## config.mk

```make
export PLATFORM = sky130hd
export DESIGN_NAME = dummy_accelerator_dp
export DESIGN_NICKNAME = d
export VERILOG_FILES = /design/src/rtl/dummy_accelerator_dp.sv
export SDC_FILE = /design/constraint.sdc
export NUM_CORES = 1
export LEC_CHECK = 0
export CAP_MARGIN = 20
export CORE_ASPECT_RATIO = 0.5
export CORE_MARGIN = 1
export CORE_UTILIZATION = 59
export DETAILED_ROUTE_END_ITERATION = 8
export PLACE_DENSITY = 0.8
export SETUP_SLACK_MARGIN = 0.2
export SYNTH_ARGS = -nofsm -noshare
export SYNTH_HDL_FRONTEND = slang
export SYNTH_SLANG_ARGS = --single-unit
```

## constraint.sdc

```tcl
create_clock -name clk_i -period 9.13 [get_ports clk_i]
set_input_delay 1.3695 -clock clk_i [delete_from_list [all_inputs] [get_ports clk_i]]
set_output_delay 1.3695 -clock clk_i [all_outputs]
set_load 0.02 [all_outputs]
```

## src/rtl/dummy_accelerator_dp.sv

```systemverilog
// Datapath stage of the dummy accelerator: immediate buffer plus a variable-depth
// result pipeline that returns data + effective latency after that many cycles.
module dummy_accelerator_dp #(
   parameter int unsigned DataWidth  = 64,
   parameter int unsigned TagWidth   = 4,
   parameter int unsigned CtlWidth   = 8,
   parameter int unsigned MaxLatency = 8
) (
   input  logic                 clk_i,
   input  logic                 rst_ni,
   input  logic                 flush_i,
   input  logic                 valid_i,
   output logic                 ready_o,
   input  logic [CtlWidth-1:0]  imm_i,
   input  logic [DataWidth-1:0] data_i,
   input  logic [TagWidth-1:0]  tag_i,
   input  logic                 ctl_pipe_en_i,
   input  logic                 imm_buff_en_i,
   input  logic                 imm_buff_sel_i,
   output logic                 valid_o,
   input  logic                 ready_i,
   output logic [DataWidth-1:0] data_o,
   output logic [TagWidth-1:0]  tag_o
);
   localparam int unsigned LatWidth = $clog2(MaxLatency + 1);

   // Handshake: an op transfers on an edge where valid_i && ready_o (in) or
   // valid_o && ready_i (out); valid never waits on ready within this block.
   logic [MaxLatency-1:0] v_q, v_d;
   logic [DataWidth-1:0]  data_q [MaxLatency];
   logic [DataWidth-1:0]  data_d [MaxLatency];
   logic [TagWidth-1:0]   tag_q  [MaxLatency];
   logic [TagWidth-1:0]   tag_d  [MaxLatency];
   logic [CtlWidth-1:0]   imm_q, imm_d;
   logic [LatWidth-1:0]   lat_q, lat_d;

   logic [CtlWidth-1:0]   imm_sel;
   logic [LatWidth-1:0]   lat_eff;
   logic [LatWidth-1:0]   sel_lat;
   logic                  empty;
   logic                  bypass;
   logic                  adv;
   logic                  accept;
   logic                  out_v;
   logic [DataWidth-1:0]  out_data;
   logic [TagWidth-1:0]   out_tag;

   always_comb begin
      imm_sel = imm_buff_sel_i ? imm_q : imm_i;
      if (imm_sel > CtlWidth'(MaxLatency)) begin
         lat_eff = LatWidth'(MaxLatency);
      end else begin
         lat_eff = LatWidth'(imm_sel);
      end
   end

   assign empty  = ~|v_q;
   assign bypass = (lat_eff == '0) && empty;

   // In-flight ops drain from the stage of their own latency; an empty pipe
   // looks at the stage the incoming latency would use.
   always_comb begin
      out_v    = 1'b0;
      out_data = '0;
      out_tag  = '0;
      sel_lat  = empty ? lat_eff : lat_q;
      for (int k = 0; k < MaxLatency; k++) begin
         if (sel_lat == LatWidth'(k + 1)) begin
            out_v    = v_q[k];
            out_data = data_q[k];
            out_tag  = tag_q[k];
         end
      end
      if (bypass) begin
         out_v    = valid_i;
         out_data = data_i;
         out_tag  = tag_i;
      end
   end

   assign valid_o = out_v;
   assign data_o  = out_v ? out_data : '0;
   assign tag_o   = out_v ? out_tag : '0;

   assign adv     = ctl_pipe_en_i && !(out_v && !ready_i);
   assign ready_o = bypass ? ready_i
                           : (lat_eff != '0) && adv && (empty || lat_eff == lat_q);
   assign accept  = valid_i && ready_o && (lat_eff != '0);

   always_comb begin
      v_d    = v_q;
      data_d = data_q;
      tag_d  = tag_q;
      imm_d  = imm_q;
      lat_d  = lat_q;
      if (imm_buff_en_i) begin
         imm_d = imm_i;
      end
      if (adv) begin
         for (int k = MaxLatency - 1; k > 0; k--) begin
            if (LatWidth'(k) < lat_q) begin
               v_d[k]    = v_q[k-1];
               data_d[k] = data_q[k-1];
               tag_d[k]  = tag_q[k-1];
            end else begin
               v_d[k] = 1'b0;
            end
         end
         v_d[0]    = accept;
         data_d[0] = data_i + DataWidth'(lat_eff);
         tag_d[0]  = tag_i;
         if (accept) begin
            lat_d = lat_eff;
         end
      end
   end

   always_ff @(posedge clk_i) begin
      if (!rst_ni || flush_i) begin
         v_q   <= '0;
         imm_q <= '0;
         lat_q <= '0;
      end else begin
         v_q   <= v_d;
         imm_q <= imm_d;
         lat_q <= lat_d;
      end
      data_q <= data_d;
      tag_q  <= tag_d;
   end

endmodule

```

==> impl_metrics.tcl <==
set metrics [dict create \
    dp_slack_ns 1.73 \
    clock_latency_ns 0.58 \
    ys_seq_area_share_pct 72.9 \
    cts_sinks 564 \
    worst-path-max-fanout 53 \
    yosys.area.top_type_share_pct 71.2 \
    vias 15800 \
    peakVddDrop_uv 157 \
    grt_max_degree 70 \
    syn_area_um2 22900 \
    synth-async-reset-ratio_pct 0 \
    hold_depth 0 \
    synth.distinct_cells 65 \
    grt_pass1_vias 15700 \
    synth_top_family_by_area "compound AO/OA/AOI/OAI gates" \
    grt_pass1_wl_um 98000 \
    drive_above_1_share_pct 8.14 \
    start_util_pct 60.6 \
    antenna_found_initial 0 \
    synthMostInstantiatedCell "edfxtp_1" \
    nets 1772 \
    tightest_slew_ns 1.17 \
    synth-compound-area-share_pct 14.1 \
    crit_required_ns 7.76 \
    crit_chain "clkdlybuf4s50_1 > or4b_1 > o22a_2 > o41ai_4 > buf_4 > and3_2 > buf_12 > a221oi_1 > a222oi_1 > nor2_1 > clkdlybuf4s50_1" \
    cts-root-buf "clkbuf_16" \
    synth_top_area_cell "edfxtp_1" \
    syn_inst 1540 \
    synthTopCellsByCount "edfxtp_1, nor2_1, nand2_1, a22o_1, clkbuf_1" \
    min-delay-path-class "reg -> reg" \
    crit_arrival_ns 6.15 \
    htreeDepth 2 \
    fmax_mhz 133 \
    final.setup.worst_slack_ns 1.61 \
    finalCriticalPeriod_ns 7.52 \
    cts_hold_buf 0 \
    worstSetupEndpointType "output port" \
    drc_errors 5 \
    wl_um 66100 \
    dr.pass1.iters 9 \
    placement_rows 50 \
    fin_setup_tns_ns 0 \
    antenna_left 0 \
    port_buffers 153 \
    cts_resized 0 \
    wire_per_inst_um 29.5 \
    postCtsSetupBuffers 0 \
    boundaryPins 154 \
    skew_ns 0.0212 \
    die_w_um 281 \
    grt_usage_pct 33.5 \
    start_kind "primary input" \
    clkTransAtPathRegs_ns 0.06 \
    synth_seq_cells 564 \
    num_antenna_cells 0 \
    avgSynthCellArea_um2 14.9 \
    rsz0062_at_grt "no" \
    dieArea_um2 39700 \
    drt-vias-per-instance 7.04 \
    numCtsBuffers 48 \
    critical-path-max-stage-delay_ns 0.72 \
    gp_congestion 0.936 \
    fill_cells 2352 \
    maxCapViolations 0 \
    syn2layout_area_growth_pct 16.5 \
    yosys-top-cells-area "edfxtp_1, a22o_1, a221oi_1, nor2_1, a222oi_1" \
    die_h_um 141 \
    drv_slew 0 \
    final_hold_viol_count 0 \
    yosysWarningCount 0 \
    ys.flop_type "edfxtp_1" \
    synthSimpleGateAreaFrac_pct 7.11 \
    p_leak_nw 8.44 \
    status "complete, but fails checks" \
    synth_fa_ha_area_share_pct 0.305 \
    syn_nets 1629 \
    synthMuxAreaShare_pct 0.960 \
    first_iter_violations 2959 \
    cts_tree "built" \
    synth_edf_count 544 \
    period_share_pct 82.3 \
    crit_type "in -> out" \
    critPathSlowestCell "clkdlybuf4s50_1" \
    slew_headroom_pct 22.3 \
    violations "design-rule violations" \
    crit_top_cell "clkdlybuf4s50_1" \
    hpwl_um 41000 \
    ctsLongestPathBuffers 3 \
    rr_worst_depth 10 \
    synth_xor_area_share_pct 2.44 \
    setup_viol 0 \
    core_area_um2 37800 \
    power.density_nw_per_um2 197 \
    grt.overflow.total 0 \
]
[worst max-delay path, delay by kind of cell]
kind            cells  cell delay [ns]
buf+inv             4             2.05
simple gates        3             1.25
compound gates      4             1.38
[cells by family after synthesis]
family                     Yosys count
AOI/OAI and AO/OA                  403
buffers and inverters              118
xor gates and xnor gates            64
and+or+nand+nor                    365
muxes                               21
DFF                                564
adders and majority gates            5
[worst paths after layout]
kind / startpoint / end / slack, ns
max: imm_buff_sel_i / data_o[49] / 1.61
min reg2reg: data_q[159] / data_q[95] / 0.44
max reg2reg: v_q[3] / data_q[97] / 4.05
min: data_q[159] / data_q[95] / 0.44
[where the power goes]
| part | total (W) | switching [W] | internal (W) |
|---|---|---|---|
| Clock | 0.00199 | 0.000924 | 0.00107 |
| Sequential | 0.00291 | 0.0000307 | 0.00288 |
| Combinational | 0.000356 | 0.000227 | 0.000130 |
[through the flow]
step	hold slack [ns]	cells	area [µm²]	util, %	power [W]
floorplan	0.418	1540	22900	-	0.00313
global placement	0.428	2150	25200	66.6	0.00330
detailed placement	0.430	2151	25200	66.7	0.00330
CTS	0.442	2237	26700	70.5	0.00525
global route	0.451	2239	26700	70.6	0.00537
finish	0.439	2239	26700	70.6	0.00526
[placed cells by master (no fill, tap or decap), drive strengths merged, types with 9 or more instances in the layout]
cell type	count
clkinv	23
and3	19
inv	17
a222oi	46
a221oi	64
xor2	21
nor4	9
nor3	10
mux2i	13
nand3	29
a21oi	20
xnor2	43
buf	41
a311oi	21
clkdlybuf4s50	153
nand4	9
a2bb2oi	23
dfxtp	20
edfxtp	544
o22ai	26
nor2	147
o21ai	23
o211ai	23
a31oi	43
a22o	76
clkbuf	60
nand2	113
[state kept, by name, indices dropped and copies added, names as in the netlist]
signal and count:
data_q 512, v_q 8, lat_q 4, tag_q 32, imm_q 8
[cell type report]
cell class              instances  area [µm²]  area share, %
well taps                     520         651           2.43
repair buffers                194        1950           7.29
multi-input cells             858        5860           21.9
flip-flops and latches        564       16700           62.6
clock buffers                  60        1270           4.74
inverters                      17        65.1          0.243
clock inverters                26         201          0.754
[layer usage]
metal  track usage (%)  part of all wire [%]  vias to the layer above
met5                 0                     0                        -
met4              9.78                   3.0                        0
met2              50.4                    45                     1339
met1              46.9                    37                     7745
li1                  -                     -                     6504
met3              11.2                    15                      179
No activity file was read; power rests on OpenSTA's default activity.
